**config.mk**
```make
export PLATFORM = sky130hd
export DESIGN_NAME = fifo_uart_word_tx
export DESIGN_NICKNAME = d
export VERILOG_FILES = /design/src/rtl/fifo_uart_word_tx_pkg.sv /design/src/rtl/uart_baud_counter.sv /design/src/rtl/fifo_uart_word_tx.sv
export SDC_FILE = /design/constraint.sdc
export NUM_CORES = 1
export LEC_CHECK = 0
export ABC_AREA = 1
export BUFFER_PORTS_ARGS = -buffer_cell sky130_fd_sc_hd__buf_4
export CAP_MARGIN = 25
export CORE_UTILIZATION = 57
export CTS_CLUSTER_SIZE = 12
export DETAILED_ROUTE_END_ITERATION = 7
export GPL_TIMING_DRIVEN = 0
export MAX_ROUTING_LAYER = met4
export PLACE_DENSITY = 0.9
export REMOVE_ABC_BUFFERS = 1
export SLEW_MARGIN = 20
export SYNTH_ARGS = -nofsm -noshare
export SYNTH_HDL_FRONTEND = slang
export SYNTH_SLANG_ARGS = --single-unit
```
**constraint.sdc**
```tcl
create_clock -name CLK -period 1.96 [get_ports CLK]
set_input_delay 0 -clock CLK [delete_from_list [all_inputs] [get_ports CLK]]
set_output_delay 0 -clock CLK [all_outputs]
set_load 0.02 [all_outputs]
```
**src/rtl/fifo_uart_word_tx_pkg.sv**
```systemverilog
// rtl/fifo_uart_word_tx_pkg.sv - shared UART framing definitions and state encodings
package fifo_uart_word_tx_pkg;

    typedef enum logic [1:0] {
        IDLE  = 2'd0,
        START = 2'd1,
        DATA  = 2'd2,
        STOP  = 2'd3
    } uart_state_t;

    localparam int UART_DATA_BITS = 8;
    localparam int BYTES_PER_WORD = 4;

    localparam logic [2:0] LAST_BIT  = 3'(UART_DATA_BITS - 1);
    localparam logic [1:0] LAST_BYTE = 2'(BYTES_PER_WORD - 1);

endpackage

```
**src/rtl/uart_baud_counter.sv**
```systemverilog
// rtl/uart_baud_counter.sv - bit-period counter, tick on the last clock of each bit
module uart_baud_counter #(
    parameter int CLKS_PER_BIT = 434
) (
    input  logic CLK,
    input  logic RESET,
    input  logic clr,
    input  logic en,
    output logic tick
);

    localparam int CNT_W = (CLKS_PER_BIT > 1) ? $clog2(CLKS_PER_BIT) : 1;

    logic [CNT_W-1:0] cnt;

    assign tick = en && (cnt == CNT_W'(CLKS_PER_BIT - 1));

    // Wrapping on tick restarts the count for the next bit with no dead cycle.
    always_ff @(posedge CLK or negedge RESET) begin
        if (!RESET) begin
            cnt <= '0;
        end else if (clr || tick) begin
            cnt <= '0;
        end else if (en) begin
            cnt <= cnt + CNT_W'(1);
        end
    end

endmodule

```
**src/rtl/fifo_uart_word_tx.sv**
```systemverilog
// rtl/fifo_uart_word_tx.sv - pops 32-bit fifo words and sends them as 4 LSB-first 8N1 bytes
module fifo_uart_word_tx
    import fifo_uart_word_tx_pkg::*;
#(
    parameter int CLKS_PER_BIT = 434,
    parameter int DATA_WIDTH   = 32
) (
    input  logic                  CLK,
    input  logic                  RESET,
    input  logic                  ENABLE,
    input  logic [DATA_WIDTH-1:0] FIFO_DATA,
    input  logic                  FIFO_EMPTY,
    output logic                  FIFO_POP,
    output logic                  TX,
    output logic                  BUSY,
    output logic                  WORD_DONE
);

    uart_state_t           state;
    logic [DATA_WIDTH-1:0] shift;
    logic [2:0]            bit_idx;
    logic [1:0]            byte_idx;
    logic                  tick;

    // The counter idles cleared so the accept edge starts a full start bit.
    uart_baud_counter #(
        .CLKS_PER_BIT(CLKS_PER_BIT)
    ) u_baud (
        .CLK   (CLK),
        .RESET (RESET),
        .clr   (state == IDLE),
        .en    (state != IDLE),
        .tick  (tick)
    );

    always_ff @(posedge CLK or negedge RESET) begin
        if (!RESET) begin
            state     <= IDLE;
            shift     <= '0;
            bit_idx   <= '0;
            byte_idx  <= '0;
            TX        <= 1'b1;
            FIFO_POP  <= 1'b0;
            BUSY      <= 1'b0;
            WORD_DONE <= 1'b0;
        end else begin
            FIFO_POP  <= 1'b0;
            WORD_DONE <= 1'b0;
            case (state)
                IDLE: begin
                    if (ENABLE && !FIFO_EMPTY) begin
                        shift    <= FIFO_DATA;
                        byte_idx <= '0;
                        FIFO_POP <= 1'b1;
                        TX       <= 1'b0;
                        BUSY     <= 1'b1;
                        state    <= START;
                    end
                end
                START: begin
                    if (tick) begin
                        bit_idx <= '0;
                        TX      <= shift[0];
                        state   <= DATA;
                    end
                end
                DATA: begin
                    if (tick) begin
                        shift <= shift >> 1;
                        if (bit_idx == LAST_BIT) begin
                            TX    <= 1'b1;
                            state <= STOP;
                        end else begin
                            bit_idx <= bit_idx + 3'd1;
                            TX      <= shift[1];
                        end
                    end
                end
                STOP: begin
                    if (tick) begin
                        if (byte_idx != LAST_BYTE) begin
                            byte_idx <= byte_idx + 2'd1;
                            TX       <= 1'b0;
                            state    <= START;
                        end else begin
                            WORD_DONE <= 1'b1;
                            BUSY      <= 1'b0;
                            state     <= IDLE;
                        end
                    end
                end
                default: state <= IDLE;
            endcase
        end
    end

endmodule

```
After elaboration in Yosys (flattened, before gate mapping)

Cells that the tools add are included.

Logic and storage cells: 78
Output and inout bits: 4
Bits of input ports: 36
Register bits after elaboration: 52

Equality and inequality tests: 14
Add/subtract/negate cells: 3
Multiplexer cells: 36
Reduce and logical (&&, ||, !) cells: 16

Operators by type and width:

| operator                                                         | count |
|---|---|
| 32-bit 2-to-1 mux                                                | 2 |
| 32-bit case mux with 2 select lines                              | 1 |
| 9-bit 2-to-1 mux                                                 | 2 |
| 2-bit 2-to-1 mux                                                 | 8 |
| 1-bit 2-to-1 mux                                                 | 15 |
| 2-bit != test (second input constant)                            | 6 |
| 4-bit AND reduction                                              | 3 |
| 5-bit AND reduction                                              | 2 |
| 2-bit nonzero test                                               | 5 |
| 9-bit by 1-bit adder with 9-bit output (second input constant)   | 1 |
| 9-bit == test (second input constant)                            | 1 |
| 3-bit 2-to-1 mux                                                 | 3 |
| 2-bit case mux with 4 select lines                               | 1 |
| 2-bit by 1-bit != test with 1-bit output (second input constant) | 3 |
| 3-bit case mux with 2 select lines                               | 1 |
| 2-bit == test (second input constant)                            | 2 |
| 1-bit case mux with 4 select lines                               | 1 |
| 2-bit case mux with 2 select lines                               | 1 |
| 3-bit by 1-bit adder with 3-bit output (second input constant)   | 1 |
| 3-bit == test (second input constant)                            | 1 |
| 3-bit AND reduction                                              | 1 |
| 2-bit by 1-bit adder with 2-bit output (second input constant)   | 1 |
| 2-bit by 1-bit == test with 1-bit output (second input constant) | 1 |
| 1-bit logical AND                                                | 2 |
| other kinds (4)                                                  | 4 |

Logic depth before layout (Yosys ltp)

Depth after elaboration: 4
Depth in mapped cells: 10
Mapped depth without buffers: 9

Modules after synthesis

A second synthesis with hierarchy kept.

Cell total of the unflattened synthesis: 408
Area total of the unflattened synthesis: 2934.1 um^2

By module, submodules not included:

| module            | times used | cells each | sequential area each (um^2) | area each (um^2) |
|---|---|---|---|---|
| fifo_uart_word_tx | 1          | 329        | 1077.3                      | 2357.3 |
| uart_baud_counter | 1          | 79         | 225.2                       | 576.8 |

Least setup slack after synthesis

OpenSTA, ideal clock, no wires.

Kind: register to register
Start point: register state[0]
End point: register shift[1]
Arrival time: 1422 ps
Cell stages (with the launch flop): 11
Path buffers: 1
Required time: 1844 ps
Library setup time: 116 ps
Path slack: 421 ps
Period minus slack after synthesis: 1539 ps
Cells stage by stage: dfrtp_1 -> inv_1 -> ha_1 -> inv_2 -> nor3_4 -> nand2_2 -> nand2_4 -> inv_4 -> buf_6 -> nand2_1 -> nand2_1

Word-level cells in the longest chain between the ends: 4
Elaborated cells between the ends (all ways): 9
Classes of those cells: eq/ne: 3; mux: 1; reduce/logical: 5

RTL lines:

| what                                                      | line                    | RTL |
|---|---|---|
| start: declaration                                        | fifo_uart_word_tx.sv:19 | `uart_state_t state;` |
| start signal: assignment                                  | fifo_uart_word_tx.sv:38 | `state <= IDLE;` |
| start signal: assignment                                  | fifo_uart_word_tx.sv:57 | `state <= START;` |
| start signal: assignment                                  | fifo_uart_word_tx.sv:64 | `state <= DATA;` |
| 2-bit nonzero test                                        | fifo_uart_word_tx.sv:32 | `.en (state != IDLE),` |
| 1-bit logical AND                                         | uart_baud_counter.sv:16 | `assign tick = en && (cnt == CNT_W'(CLKS_PER_BIT - 1));` |
| 2-bit by 1-bit != test with 1-bit output (no source line) | --                      |  |
| 3-bit AND reduction (no source line)                      | --                      |  |
| end signal: assignment                                    | fifo_uart_word_tx.sv:69 | `shift <= shift >> 1;` |
| end: declaration                                          | fifo_uart_word_tx.sv:20 | `logic [DATA_WIDTH-1:0] shift;` |

Several ways; a longest one is shown, not always the timed one.
A chain may end at the register's enable or synchronous reset.

Worst setup path after layout

Start point: register state[0]
End point: register bit_idx[0]

Word-level cells in the longest chain between the ends: 4
Elaborated cells between the ends (all ways): 10
Classes of those cells: eq/ne: 5; mux: 1; reduce/logical: 4

RTL lines:

| what                                                      | line                    | RTL |
|---|---|---|
| 2-bit nonzero test                                        | fifo_uart_word_tx.sv:32 |  |
| 1-bit logical AND                                         | uart_baud_counter.sv:16 |  |
| 2-bit by 1-bit != test with 1-bit output (no source line) | --                      |  |
| 4-bit AND reduction (no source line)                      | --                      |  |
| end signal: assignment                                    | fifo_uart_word_tx.sv:74 | `bit_idx <= bit_idx + 3'd1;` |
| end: declaration                                          | fifo_uart_word_tx.sv:21 | `logic [2:0] bit_idx;` |

Several ways; a longest one is shown, not always the timed one.

==> flow_summary.ini <==
[routing]
final_antenna_net_count = 0
drtIter0Drc = 180
viasPerCell = 5.22
wl_um = 6510
drc = 0
first_pass_iters = 5
vias = 2630
wl_per_cell_um = 12.9

[final_layout]
diodes = 0
final_common_cell = nand2_1
drive_gt1_frac = 0.156
final_nets = 494
final_util = 0.754
stdcell_count = 504
syn_to_final_growth_pct = 27.6
final_cell_mix = nand2_1 (220), dfrtp_1 (51), buf_4 (44), dlygate4sd3_1 (28), nor2_1 (23)

[floorplan]
dieHeight_um = 71.7
initial_core_util = 0.591
core_sq_um = 4690
die_x_um = 71.7
dieArea_sq_um = 5150
ioPinCount = 40
row_count = 25

[sta]
slew_headroom = 0.577
finalClockSkew_ns = 0.00456
holdWs_ns = -0.00326
setup_viol = 0
fin_crit_sh = 0.972
clock.fmax_ghz = 0.525
worstMarginPinSlew_ns = 0.635
hold_viol = 1
slew_violations = 0
period_minus_slack_ns = 1.91

[synth]
yosys_warnings = 0
syn-mean-instance-area_sq_um = 7.30
ys_top_cells_by_area = dfrtp_1 (46%), nand2_1 (30%), ha_1 (4.1%)
netlist.area_leader.share = 0.460
synth_cell_types = 25
ys_ff_latch = 52
synth_area_sq_um = 2770
synth_top_area_cell = dfrtp_1
syn-instance-count = 380
synth_seq_area_share = 0.470

[setup_path]
cp-start-kind = flip-flop
end_kind = flip-flop
path_max_fanout = 13
crit_arrival_ns = 2.14
worst-setup-path-type = flip-flop to flip-flop
r2r_setup_slack_ns = 0.05
crit_required_ns = 2.19

[outcome]
violations = negative hold slack
status = finished with violations

[run]
cap_violations = 0

[clock_network]
cts_buffers = 5
clk_pin_slew_ns = 0.10
clock-root-buffer = clkbuf_8
htreeDepth = 2
cts.sinks = 52
cts_tree = done
clockBufferDepth = 2
worstSkewPairLatency_ns = 0.31

[global_route]
grt_overflow = 0
grt_pass1_wl_um = 10200
track_usage = 0.260
grt_start_max_net_pins = 53
grt_pass1_vias = 2449
antenna_found_initial = 0

[power]
p_leak_nw = 1.95
power_density_nw_per_um2 = 1220
vdd_drop_max_mv = 0.720

[placement]
portBuffers = 39
dp_hpwl_um = 3510
dp.cells = 460
gp_congestion = 0.821

[worst_hold_path]
hp-class = input port to flip-flop
cells in the mapped netlist (all sizes together):
| cell | count |
|---|---|
| clkbuf | 4 |
| inv | 20 |
| nor2 | 24 |
| xnor2 | 2 |
| o21ai | 6 |
| ha | 9 |
| nor3 | 4 |
| o21bai | 1 |
| dfstp | 1 |
| buf | 9 |
| nand2 | 226 |
| dfrtp | 51 |
| nand4 | 5 |
| nor3b | 3 |
| nand3 | 11 |
| a21oi | 4 |
sequential cells by signal (all words and copies together), names as in the netlist:
| signal | cells |
|---|---|
| bit_idx | 3 |
| WORD_DONE | 1 |
| BUSY | 1 |
| TX | 1 |
| state | 2 |
| shift | 32 |
| byte_idx | 2 |
| u_baud.cnt | 9 |
| FIFO_POP | 1 |
metal layers:
layer,track usage,wire length [um],up-vias
li1,-,-,1300
met1,0.317,2820,1245
met2,0.455,3350,73
met3,0.0422,248,12
met4,0.0588,85,0
met5,-,0,-
through the flow:
stage | setup TNS, ns | power [W] | worst slack (ns) | cell area [sq um] | hold WS [ns]
floorplan | -12.74 | 0.00286 | -0.399 | 2680 | -0.296
global placement | -41.23 | 0.00322 | -1.22 | 3040 | 0.0688
detailed placement | -22.23 | 0.00330 | -0.718 | 3040 | 0.0715
CTS | 0 | 0.00416 | 0.0197 | 3470 | 0.000627
global route | -0.193 | 0.00464 | -0.101 | 3540 | 0.0102
finish | 0 | 0.00431 | 0.0539 | 3540 | -0.00326
power breakdown:
part	internal [W]	switching [W]	total (W)
Sequential	0.00148	0.000258	0.00174
Clock	0.000386	0.000374	0.000761
Combinational	0.000681	0.00113	0.00181
Total	0.00255	0.00176	0.00431
cell type report:
class | count | area, sq um
timing repair buffer | 74 | 642
multi-input combinational | 296 | 1330
inverter | 20 | 85.1
tap | 54 | 67.6
sequential | 52 | 1300
fill | 319 | 1150
clock buffer | 6 | 72.6
clock inverter | 2 | 38.8
kinds of logic (layout without fill, tap and decap cells):
group / after synthesis / count (layout) / synth area share
buffers and inverters: 33 / 102 / 0.0632
adders and majority gates: 9 / 9 / 0.0406
DFF: 52 / 52 / 0.470
and+or+nand+nor: 273 / 274 / 0.399
AOI/OAI and AO/OA: 11 / 11 / 0.0208
xor gates and xnor gates: 2 / 2 / 0.00632
final timing paths:
check	startpoint	end	depth (start not counted)
min in group asynchronous	RESET	byte_idx[1]$_DFFE_PN0P_	2
worst max-delay path	state[0]$_DFFE_PN0P_	bit_idx[0]$_DFFE_PN0P_	9
worst min register to register	shift[26]$_DFFE_PN0P_	shift[26]$_DFFE_PN0P_	2
max in group asynchronous	RESET	shift[5]$_DFFE_PN0P_	2
worst min-delay path	FIFO_DATA[18]	shift[18]$_DFFE_PN0P_	5
worst max register to register	state[0]$_DFFE_PN0P_	bit_idx[0]$_DFFE_PN0P_	9
critical path, stage by stage (launching register included):
cell,delay (ns)
dfrtp_1,0.45
inv_1,0.15
ha_4,0.27
buf_4,0.15
nor2_1,0.05
a21oi_1,0.21
inv_1,0.09
nor2_1,0.24
nor2_1,0.07
nor2_1,0.14
repair_timing:
| action | CTS | global route |
|---|---|---|
| pin swaps | 1 | 1 |
| hold buffers | 28 | 0 |
| gates resized for setup | 5 | 1 |
| gates cloned | 0 | 1 |
| endpoints found under the hold margin | 78 | 0 |
| setup buffers | 1 | 6 |
| endpoints found under the setup margin | 37 | 31 |
(Power assumes the default switching activity.)
